[src/rtl/idct_sequencer.sv]
// -----------------------------------------------------------------------------
// idct_sequencer
//
// Cycle-level controller for the 8x8 IDCT datapath (Y = AT*X*A). It performs
// no arithmetic itself. It loads one 64-word block into the X buffer, runs two
// matrix passes through the shared MAC, then streams the Y buffer out under
// valid/ready.
//
// Configuration macro: IDCT_SEQ_PRELOAD_EN
//   When defined, the next block may be loaded during PASS2/DRAIN2/OUT.
//   The X buffer is idle during those states.
//
// Ports:
//   clk, rst_n       rising-edge clock, asynchronous active-low reset
//   i_in_valid       input beat valid (raster order)
//   o_in_ready       input beat ready
//   o_x_wr_en        X-buffer write strobe, one cycle after the accepted beat
//   o_x_wr_addr      X-buffer write address
//   o_rom_addr       AT coefficient ROM address (synchronous read)
//   o_src_sel        MAC operand source: 0 = X, 1 = MT
//   o_src_addr       MAC operand address (synchronous read)
//   o_mac_en         accumulate enable
//   o_mac_clr        with o_mac_en, load the product instead of adding it
//   o_dst_wr_en      accumulator write strobe
//   o_dst_sel        0 = MT (full width), 1 = Y (scaled by the datapath)
//   o_dst_addr       accumulator write address
//   o_out_valid      Y output valid
//   i_out_ready      Y output ready
//   o_out_last       marks Y element 63
//   o_y_rd_addr      Y-buffer read address (combinational-read buffer)
//   o_busy           high outside IDLE/LOAD
//   o_done           one-cycle pulse after the final output beat
//   o_blk_cnt        completed-block counter (wraps)
// -----------------------------------------------------------------------------
module idct_sequencer #(
  parameter int unsigned N = 8
) (
  input  logic        clk,
  input  logic        rst_n,
  input  logic        i_in_valid,
  output logic        o_in_ready,
  output logic        o_x_wr_en,
  output logic [5:0]  o_x_wr_addr,
  output logic [5:0]  o_rom_addr,
  output logic        o_src_sel,
  output logic [5:0]  o_src_addr,
  output logic        o_mac_en,
  output logic        o_mac_clr,
  output logic        o_dst_wr_en,
  output logic        o_dst_sel,
  output logic [5:0]  o_dst_addr,
  output logic        o_out_valid,
  input  logic        i_out_ready,
  output logic        o_out_last,
  output logic [5:0]  o_y_rd_addr,
  output logic        o_busy,
  output logic        o_done,
  output logic [15:0] o_blk_cnt
);

  // Only N = 8 is supported. There are 512 terms per pass (64 outputs x 8 products).
  localparam logic [8:0] LP_LAST_TERM = 9'(N * N * N - 1);

  typedef enum logic [2:0] {
    S_IDLE   = 3'd0,
    S_LOAD   = 3'd1,
    S_PASS1  = 3'd2,
    S_DRAIN1 = 3'd3,
    S_PASS2  = 3'd4,
    S_DRAIN2 = 3'd5,
    S_OUT    = 3'd6
  } state_t;

  state_t      r_state;
  logic        r_in_ready;
  logic [5:0]  r_ld_cnt;
  logic        r_x_wr_en;
  logic [5:0]  r_x_wr_addr;
  logic [8:0]  r_term;      // {m, k}, where m = 8r + c
  logic        r_drn;
  logic [5:0]  r_rom_addr;
  logic [5:0]  r_src_addr;
  logic        r_src_sel;
  logic        r_mac_en;
  logic        r_mac_clr;
  logic        r_wb_pend;   // stage between the MAC enable and the write-back
  logic        r_wb_sel;
  logic [5:0]  r_wb_addr;
  logic        r_dst_wr_en;
  logic        r_dst_sel;
  logic [5:0]  r_dst_addr;
  logic        r_out_valid;
  logic        r_out_last;
  logic [5:0]  r_y_rd_addr;
  logic        r_busy;
  logic        r_done;
  logic [15:0] r_blk_cnt;
`ifdef IDCT_SEQ_PRELOAD_EN
  logic        r_pre_full;  // 64 beats already preloaded for the next block
`endif

  logic       w_accept;
  logic       w_ld_wrap;
  logic       w_in_pass;
  logic       w_out_fire;
  logic       w_out_end;
  logic [8:0] w_term_nxt;

  assign w_accept   = i_in_valid & r_in_ready;
  assign w_ld_wrap  = w_accept & (r_ld_cnt == 6'd63);
  assign w_in_pass  = (r_state == S_PASS1) || (r_state == S_PASS2);
  assign w_out_fire = r_out_valid & i_out_ready;
  assign w_out_end  = w_out_fire & (r_y_rd_addr == 6'd63);
  assign w_term_nxt = r_term + 9'd1;

  // Sequencer FSM. All outputs are registered here.
  always_ff @(posedge clk or negedge rst_n) begin
    if (!rst_n) begin
      r_state     <= S_IDLE;
      r_in_ready  <= 1'b1;
      r_ld_cnt    <= 6'd0;
      r_x_wr_en   <= 1'b0;
      r_x_wr_addr <= 6'd0;
      r_term      <= 9'd0;
      r_drn       <= 1'b0;
      r_rom_addr  <= 6'd0;
      r_src_addr  <= 6'd0;
      r_src_sel   <= 1'b0;
      r_mac_en    <= 1'b0;
      r_mac_clr   <= 1'b0;
      r_wb_pend   <= 1'b0;
      r_wb_sel    <= 1'b0;
      r_wb_addr   <= 6'd0;
      r_dst_wr_en <= 1'b0;
      r_dst_sel   <= 1'b0;
      r_dst_addr  <= 6'd0;
      r_out_valid <= 1'b0;
      r_out_last  <= 1'b0;
      r_y_rd_addr <= 6'd0;
      r_busy      <= 1'b0;
      r_done      <= 1'b0;
      r_blk_cnt   <= 16'd0;
`ifdef IDCT_SEQ_PRELOAD_EN
      r_pre_full  <= 1'b0;
`endif
    end else begin
      // The X write lands one cycle after acceptance. The datapath registers
      // the input beat alongside this strobe.
      r_x_wr_en <= w_accept;
      if (w_accept) begin
        r_x_wr_addr <= r_ld_cnt;
        r_ld_cnt    <= r_ld_cnt + 6'd1;   // wraps to 0 on beat 64
      end

      // MAC pipeline: address at t, accumulate at t+1, write-back at t+2.
      r_mac_en    <= w_in_pass;
      r_mac_clr   <= w_in_pass && (r_term[2:0] == 3'd0);
      r_wb_pend   <= w_in_pass && (r_term[2:0] == 3'd7);
      r_wb_addr   <= r_term[8:3];
      r_wb_sel    <= (r_state == S_PASS2);
      r_dst_wr_en <= r_wb_pend;
      if (r_wb_pend) begin
        r_dst_addr <= r_wb_addr;
        r_dst_sel  <= r_wb_sel;
      end

      r_done <= 1'b0;

`ifdef IDCT_SEQ_PRELOAD_EN
      // The preload buffer is full. Refuse further beats until the next block starts.
      if (w_ld_wrap && ((r_state == S_PASS2) || (r_state == S_DRAIN2) || (r_state == S_OUT))) begin
        r_pre_full <= 1'b1;
        r_in_ready <= 1'b0;
      end
`endif

      case (r_state)
        S_IDLE: begin
          if (w_accept) begin
            r_state <= S_LOAD;
          end else begin
            r_state <= S_IDLE;
          end
        end

        S_LOAD: begin
          if (w_ld_wrap) begin
            r_state    <= S_PASS1;
            r_in_ready <= 1'b0;
            r_busy     <= 1'b1;
            r_term     <= 9'd0;
            r_rom_addr <= 6'd0;
            r_src_addr <= 6'd0;
            r_src_sel  <= 1'b0;
          end else begin
            r_state <= S_LOAD;
          end
        end

        S_PASS1, S_PASS2: begin
          if (r_term == LP_LAST_TERM) begin
            r_state <= (r_state == S_PASS1) ? S_DRAIN1 : S_DRAIN2;
            r_drn   <= 1'b0;
          end else begin
            // Here m = {r, c} and the term index is {r, c, k}.
            // rom_addr = 8c + k and src_addr = 8k + r.
            r_term     <= w_term_nxt;
            r_rom_addr <= w_term_nxt[5:0];
            r_src_addr <= {w_term_nxt[2:0], w_term_nxt[8:6]};
          end
        end

        S_DRAIN1: begin
          if (r_drn) begin
            r_state    <= S_PASS2;
            r_term     <= 9'd0;
            r_rom_addr <= 6'd0;
            r_src_addr <= 6'd0;
            r_src_sel  <= 1'b1;
`ifdef IDCT_SEQ_PRELOAD_EN
            r_in_ready <= 1'b1;
`else
            r_in_ready <= 1'b0;
`endif
          end else begin
            r_drn <= 1'b1;
          end
        end

        S_DRAIN2: begin
          if (r_drn) begin
            r_state     <= S_OUT;
            r_out_valid <= 1'b1;
            r_out_last  <= 1'b0;
            r_y_rd_addr <= 6'd0;
          end else begin
            r_drn <= 1'b1;
          end
        end

        S_OUT: begin
          if (w_out_end) begin
            r_out_valid <= 1'b0;
            r_out_last  <= 1'b0;
            r_y_rd_addr <= 6'd0;
            r_done      <= 1'b1;
            r_blk_cnt   <= r_blk_cnt + 16'd1;
`ifdef IDCT_SEQ_PRELOAD_EN
            if (r_pre_full || w_ld_wrap) begin
              // A full block is already buffered. Start computing it immediately.
              r_state    <= S_PASS1;
              r_pre_full <= 1'b0;
              r_in_ready <= 1'b0;
              r_busy     <= 1'b1;
              r_term     <= 9'd0;
              r_rom_addr <= 6'd0;
              r_src_addr <= 6'd0;
              r_src_sel  <= 1'b0;
            end else if (w_accept || (r_ld_cnt != 6'd0)) begin
              r_state    <= S_LOAD;
              r_in_ready <= 1'b1;
              r_busy     <= 1'b0;
            end else begin
              r_state    <= S_IDLE;
              r_in_ready <= 1'b1;
              r_busy     <= 1'b0;
            end
`else
            r_state    <= S_IDLE;
            r_in_ready <= 1'b1;
            r_busy     <= 1'b0;
`endif
          end else if (w_out_fire) begin
            r_y_rd_addr <= r_y_rd_addr + 6'd1;
            r_out_last  <= (r_y_rd_addr == 6'd62);
          end else begin
            r_state <= S_OUT;
          end
        end

        default: begin
          r_state     <= S_IDLE;
          r_in_ready  <= 1'b1;
          r_busy      <= 1'b0;
          r_out_valid <= 1'b0;
          r_out_last  <= 1'b0;
        end
      endcase
    end
  end

  assign o_in_ready  = r_in_ready;
  assign o_x_wr_en   = r_x_wr_en;
  assign o_x_wr_addr = r_x_wr_addr;
  assign o_rom_addr  = r_rom_addr;
  assign o_src_sel   = r_src_sel;
  assign o_src_addr  = r_src_addr;
  assign o_mac_en    = r_mac_en;
  assign o_mac_clr   = r_mac_clr;
  assign o_dst_wr_en = r_dst_wr_en;
  assign o_dst_sel   = r_dst_sel;
  assign o_dst_addr  = r_dst_addr;
  assign o_out_valid = r_out_valid;
  assign o_out_last  = r_out_last;
  assign o_y_rd_addr = r_y_rd_addr;
  assign o_busy      = r_busy;
  assign o_done      = r_done;
  assign o_blk_cnt   = r_blk_cnt;

endmodule

[config.mk]
export PLATFORM = sky130hd
export DESIGN_NAME = idct_sequencer
export DESIGN_NICKNAME = d
export VERILOG_FILES = /design/src/rtl/idct_sequencer.sv
export SDC_FILE = /design/constraint.sdc
export NUM_CORES = 1
export LEC_CHECK = 0
export BUFFER_PORTS_ARGS = -buffer_cell sky130_fd_sc_hd__buf_4
export CAP_MARGIN = 5
export CORE_MARGIN = 2
export CORE_UTILIZATION = 28
export CTS_BUF_LIST = sky130_fd_sc_hd__clkbuf_2 sky130_fd_sc_hd__clkbuf_4 sky130_fd_sc_hd__clkbuf_8
export DETAILED_ROUTE_END_ITERATION = 8
export SYNTH_ARGS = -nofsm -noshare
export SYNTH_HDL_FRONTEND = slang
export SYNTH_SLANG_ARGS = --single-unit
[constraint.sdc]
create_clock -name clk -period 2.15 [get_ports clk]
set_input_delay 0.645 -clock clk [delete_from_list [all_inputs] [get_ports clk]]
set_output_delay 0.645 -clock clk [all_outputs]
set_load 0.01 [all_outputs]
==> run_results.csv, run 1 <==
group,metric,value,unit
status,outcome,"finished clean",
finish,layoutNonFillerInstCount,516,
synthesis,yosysUniqueCellTypes,44,
critical_path,crit_type,"flip-flop to flip-flop",
synthesis,synth_adder_area_share,0.0317,
synthesis,synth_edf_count,0,
synthesis,syn_nets,304,
synthesis,synth_simple_gate_area_frac,0.176,
critical_path,crit_required,2410,ps
finish,antenna_cells,0,
critical_path,startpoint_type,"flip-flop",
power_and_ir_drop,netSwitchingFraction,0.359,
synthesis,synth_top_area_frac,0.563,
synthesis,ys_seq_elements,72,
floorplanning,rows,38,
timing,tightest_slew,430,ps
hold_path,holdCritPathClass,"primary input to asynchronous set/reset pin",
power_and_ir_drop,p_seq_frac,0.438,
floorplanning,die_area,12100,um^2
clock_tree,cts_max_level,3,
floorplanning,start_util,0.289,
synthesis,syn_area_per_cell,10.8,um^2
floorplanning,core_area,10900,um^2
timing,setup_viol,0,
placed_design,dp_hpwl,5020,um
power_and_ir_drop,p_per_area,1070,nW/um^2
synthesis,synth_largest_area_cell,"dfrtp_1",
synthesis,synth_area,3160,um^2
finish,syn2layout_area_growth,28.3,%
routing,dr.pass1.iters,4,
timing,fin_skew,12.9,ps
routing,dr.first_iter.drc_count,72,
clock_tree,clk_pin_slew,80,ps
synthesis,synthXorXnorAreaFrac,0.0638,
synthesis,synthArstFlopShare,1.00,
routing,routed_wl,6760,um
power_and_ir_drop,internal-power,2780,uW
synthesis,synth_mux_area_frac,0.0321,
timing,rsz0062_at_grt,"no",
clock_tree,clk_path_buf_depth,2,
power_and_ir_drop,power.total,4340,uW
power_and_ir_drop,p_leak,0.00200,uW
routing,detail-route-antenna-nets,0,
floorplanning,dieWidth,110,um
timing,timing.fmax,493,MHz
global_routing,grt_pass1_wl,11300,um
placed_design,numPortBuffers,60,
synthesis,synth_cells,292,
timing,maxSlewHeadroom,0.713,
floorplanning,fp.dieH,110,um
timing,post-route-min-period,2030,ps
routing,drc,0,
synthesis,synth_top_family_by_area,"simple AND/OR/NAND/NOR gates",
synthesis,ys_seq_area_frac,0.571,
finish,drive_gt1_frac,0.290,
finish,nFillCells,1104,
critical_path,rr_worst_depth,6,
critical_path,worstSetupEndpointType,"flip-flop",
global_routing,grt_pass1_vias,2297,
routing,num_vias,2370,
clock_tree,clk_latency,330,ps
placed_design,gp_congestion,0.804,
power_and_ir_drop,ir_drop,0.575,mV
finish,nNetsFinal,383,
timing,hold_viol_final,0,
floorplanning,ios,61,
global_routing,grt_max_degree,44,
clock_tree,clock-sinks,72,
power_and_ir_drop,p_sw,1560,uW
routing,vias_per_cell,4.59,
power_and_ir_drop,power_frac_clock,0.219,
placed_design,place_area,3870,um^2
power_and_ir_drop,combPwrFrac,0.343,
global_routing,grt_antenna_before_repair,0,
critical_path,worstPathArrival,2290,ps
global_routing,grtUsageTotal,0.119,
finish,regArea,1800,um^2
synthesis,synth_ff_type,"dfrtp_1",
synthesis,synthTopCellsByArea,"dfrtp_1 56%, nand2_1 5.9%, xnor2_1 5.3%, mux2_2 3.2%, ha_1 3.2%",
critical_path,crit_fanout,9,
timing,finalCritPeriodShare,0.944,
synthesis,synth_compound_area_frac,0.0931,
synthesis,ys.warnings.count,0,
finish,final_util,0.370,
placed_design,dp_cells,500,
timing,slew_violations,0,
flow_run,drv_cap,0,
clock_tree,cts_buffers,9,
routing,wl_per_cell,13.1,um
clock_tree,postCtsSetupBuffers,0,
global_routing,gr-total-overflow,0,
timing,setup_tns,0,ps
clock_tree,cts_root_buffer,"clkbuf_8",
clock_tree,cts_tree,"built",
finish,multi_input_area,1250,um^2
finish,final_cell_area,4050,um^2
[routing by layer]
layer,wire length (um),global-route usage,share of wire
met2,3250,0.188,0.48
met5,0,0,0
met1,3150,0.158,0.47
met4,41,0.0429,0.0061
met3,322,0.0306,0.048
[state kept, by name (all words and copies together), names as in the netlist, 3 cells and up]
signal,count
r_wb_addr,6
o_blk_cnt,16
r_state,3
o_x_wr_addr,6
o_y_rd_addr,6
r_term,8
r_ld_cnt,6
o_dst_addr,6
[critical path, stage by stage, from the launching register on]
cell     delay (ps)
dfrtp_1         410
ha_1            210
nand4_1         130
or4_4           510
and3_4          230
or3_1           320
a21oi_1         140
[final timing paths]
path                        startpoint        endpoint  slack [ps]
min in group clk             r_term[7]    r_wb_addr[4]         480
max                        r_ld_cnt[0]       r_term[5]         120
max in group asynchronous        rst_n   o_blk_cnt[12]        1360
min                              rst_n  o_x_wr_addr[0]         230
min reg2reg                  r_term[7]    r_wb_addr[4]         480
max reg2reg                r_ld_cnt[0]       r_term[5]         120
[cells by family (layout without fill, tap and decap cells)]
kind of cell,count (synthesis),after routing
adder cells (fa/ha/maj),8,8
XOR/XNOR,23,23
buffers and inverters,20,104
flip-flops,72,72
multiplexers,9,9
AO/OA/AOI/OAI,45,45
AND/OR/NAND/NOR,115,115
[Yosys cell counts, types with 3 or more instances]
cell       n
nand3_1   11
mux2_2     9
xor2_1     4
nor2_1    17
xnor2_1   19
a22o_1     4
o21ai_0   11
o21ai_1    4
a21oi_1    6
and3_1     4
clkbuf_1   5
ha_1       8
nand4_1   13
a31oi_1    4
o31ai_1    4
nand2_1   50
nand2b_1   4
buf_4      3
inv_1      8
and2_1     3
dfrtp_1   71
[power by group through the flow]
stage / Clock, uW / Combinational [uW] / Sequential [uW]
6_report: 951 / 1490 / 1900
5_1_grt: 1060 / 1680 / 1960
4_1_cts: 1000 / 1520 / 1900
3_5_place_dp: 0 / 1510 / 1930
3_3_place_gp: 0 / 1490 / 1920
2_1_floorplan: 0 / 835 / 1970
[per-stage QoR]
stage | setup slack, ps | hold slack [ps]
after floorplan | 0.140 | 349
after global placement | 48.5 | 459
after detailed placement | 29.4 | 456
after CTS | 120 | 230
after global routing | 12.3 | 235
final | 120 | 230
[cell type report]
cell class | count | share of cell area
sequential | 72 | 0.445
multi-input combinational | 200 | 0.309
timing repair buffer | 80 | 0.151
tap | 140 | 0.0432
clock buffer | 10 | 0.0324
clock inverter | 6 | 0.0111
inverter | 8 | 0.00741
[what timing repair did]
| action | CTS | global route |
|---|---|---|
| setup endpoints to repair | 0 | 2 |
| resized for setup | 0 | 1 |
| hold buffers | 0 | 0 |
[layout by cell type, fill, tap and decap left out, types with 2 or more instances in the layout]
| cell type | synthesis | layout |
|---|---|---|
| clkinv_2 | 0 | 2 |
| xnor2_1 | 19 | 19 |
| nor3b_1 | 2 | 2 |
| nand2_1 | 50 | 50 |
| or3_1 | 2 | 2 |
| buf_4 | 3 | 79 |
| and2_1 | 3 | 3 |
| a21o_1 | 2 | 2 |
| inv_1 | 8 | 8 |
| xor2_1 | 4 | 4 |
| nand4_1 | 13 | 13 |
| a21oi_1 | 6 | 6 |
| a21boi_0 | 2 | 2 |
| and3_1 | 4 | 4 |
| a31oi_1 | 4 | 4 |
| nand3_1 | 11 | 11 |
| nor3_1 | 2 | 2 |
| dfrtp_1 | 71 | 71 |
| mux2_2 | 9 | 9 |
| o31a_1 | 2 | 2 |
| nor2_1 | 17 | 17 |
| ha_1 | 8 | 7 |
| clkbuf_8 | 0 | 9 |
| o21ai_1 | 4 | 4 |
| o21ai_0 | 11 | 11 |
| o31ai_1 | 4 | 4 |
| clkinv_4 | 0 | 3 |
| nand2b_1 | 4 | 4 |
| a22o_1 | 4 | 4 |
No activity file was read; power rests on OpenSTA's default activity.
==> inputs of run 2 (changes only) <==
Settings changed: CTS_CLUSTER_SIZE set to 10, SETUP_SLACK_MARGIN set to 0.3.
==> run 2 against run 1 <==
  * Via count rose by 7.4%
  * Sequential share of layout area decreased by 3.3 points
  * Cell area increased by 8.1%
  * Total power increased by 14%
  * First-iteration DRC count up 18%
  * Critical endpoint is now r_term[6]
  * Non-clock buffer count up 21
  * Clock skew shrank 4.0 ps
  * Critical path type unchanged
  * Clock-buffer cell count is 1 higher
  * Sequential power hardly changed
==> run_results.csv, run 2 (synthesis results as in run 1) <==
group,metric,value,unit
status,outcome,"finished clean",
finish,antenna_cells,0,
timing,rsz0062_at_grt,"yes",
global_routing,grtUsageTotal,0.126,
critical_path,startpoint_type,"flip-flop",
timing,tightest_slew,451,ps
clock_tree,clock-sinks,72,
flow_run,drv_cap,0,
timing,setup_tns,0,ps
placed_design,gp_congestion,0.811,
global_routing,gr-total-overflow,0,
routing,vias_per_cell,4.74,
finish,syn2layout_area_growth,38.8,%
clock_tree,clk_path_buf_depth,2,
floorplanning,fp.dieH,110,um
critical_path,crit_required,2390,ps
timing,setup_viol,0,
critical_path,worstSetupEndpointType,"flip-flop",
clock_tree,cts_tree,"built",
finish,layoutNonFillerInstCount,537,
timing,post-route-min-period,1940,ps
power_and_ir_drop,ir_drop,0.618,mV
global_routing,grt_max_degree,35,
power_and_ir_drop,p_per_area,1130,nW/um^2
routing,dr.first_iter.drc_count,85,
global_routing,grt_pass1_vias,2436,
clock_tree,clk_latency,340,ps
clock_tree,cts_max_level,3,
timing,slew_violations,0,
timing,fin_skew,8.90,ps
routing,wl_per_cell,13.5,um
clock_tree,hold_buffers,0,
finish,multi_input_area,1360,um^2
routing,num_vias,2546,
hold_path,holdCritPathClass,"primary input to asynchronous set/reset pin",
floorplanning,start_util,0.289,
critical_path,crit_fanout,6,
critical_path,cp_slowest_cell,"or4_4",
clock_tree,clk_pin_slew,80,ps
timing,hold_viol_final,0,
placed_design,dp_hpwl,5050,um
finish,largest_reg_flops,16,
routing,drc,0,
global_routing,grt_antenna_before_repair,0,
power_and_ir_drop,power.total,4930,uW
finish,nNetsFinal,404,
timing,maxSlewHeadroom,0.699,
floorplanning,dieWidth,110,um
routing,dr.pass1.iters,5,
finish,drive_gt1_frac,0.383,
finish,final_common_cell,"buf_4",
critical_path,cpPeakStageDelay,540,ps
critical_path,crit_type,"flip-flop to flip-flop",
routing,detail-route-antenna-nets,0,
critical_path,worstPathArrival,2180,ps
floorplanning,die_area,12100,um^2
floorplanning,ios,61,
placed_design,numPortBuffers,60,
clock_tree,cts_buffers,9,
clock_tree,cts_root_buffer,"clkbuf_8",
finish,nFillCells,1065,
critical_path,worstPathCellList,"ha_2 > nand4_1 > or4_4 > and3_4 > o31a_1 > o21ba_1",
placed_design,dp_cells,502,
finish,regArea,1800,um^2
floorplanning,core_area,10900,um^2
critical_path,path_buf_inv,0,
power_and_ir_drop,p_leak,0.00215,uW
timing,finalCritPeriodShare,0.902,
routing,routed_wl,7270,um
finish,layout_common_cells,"96 x buf_4, 70 x dfrtp_1, 49 x nand2_1, 19 x xnor2_1, 14 x nor2_1",
floorplanning,rows,38,
critical_path,crit_family,"simple AND/OR/NAND/NOR gates",
timing,timing.fmax,516,MHz
global_routing,grt_pass1_wl,11800,um
==> run 2: area by class of cell <==
cell class              count  area share
clock inverters             5      0.0180
multi-input cells         200       0.309
flip-flops and latches     72       0.412
inverters                   8     0.00686
repair buffers            101       0.179
clock buffers              11      0.0346
well taps                 140      0.0400
==> run 2: report_power, final <==
| part | switching [uW] | internal (uW) | leakage (uW) |
|---|---|---|---|
| logic | 918 | 905 | 0.00109 |
| registers | 255 | 1640 | 0.000944 |
| clock network | 499 | 715 | 0.000119 |
| total | 1670 | 3260 | 0.00215 |
==> run 2: worst paths after layout <==
check	start	end	slack, ps	cells after the start
min in group clk	r_wb_addr[0]	o_dst_addr[0]	470	1
hold reg to reg	r_wb_addr[0]	o_dst_addr[0]	470	1
setup reg to reg	r_ld_cnt[0]	r_term[6]	210	6
hold / removal	rst_n	o_x_wr_addr[3]	240	1
max in group asynchronous	rst_n	o_in_ready	1320	2
setup / recovery	r_ld_cnt[0]	r_term[6]	210	6
==> run 2: timing repair <==
| item | in CTS | in global routing |
|---|---|---|
| gates cloned | 0 | 0 |
| pin swaps | 13 | 15 |
| setup buffers | 12 | 7 |
| endpoints found under the hold margin | 0 | 0 |
| gates resized for setup | 11 | 17 |
| setup endpoints to repair | 18 | 23 |
==> run 2: worst register-to-register path, stage by stage (launching register included) <==
cell	delay [ps]
dfrtp_1	370
ha_2	200
nand4_1	100
or4_4	540
and3_4	230
o31a_1	240
o21ba_1	160
==> run 2: layer usage <==
layer  track usage  part of all wire  up-vias
li1              -                 -     1208
met2         0.201              0.49       69
met3        0.0241             0.048       15
met4        0.0545             0.017        0
met1         0.166              0.45     1254
met5             0                 0        -
==> run 2: through the flow <==
stage,setup slack (ps),utilization,cell area (um^2),hold WS [ps]
6_report,211,0.401,4380,238
4_1_cts,235,0.390,4260,244
5_1_grt,122,0.401,4380,261
3_5_place_dp,4.56,0.357,3900,463
2_1_floorplan,15.0,-,3170,349
3_3_place_gp,38.4,0.357,3900,457
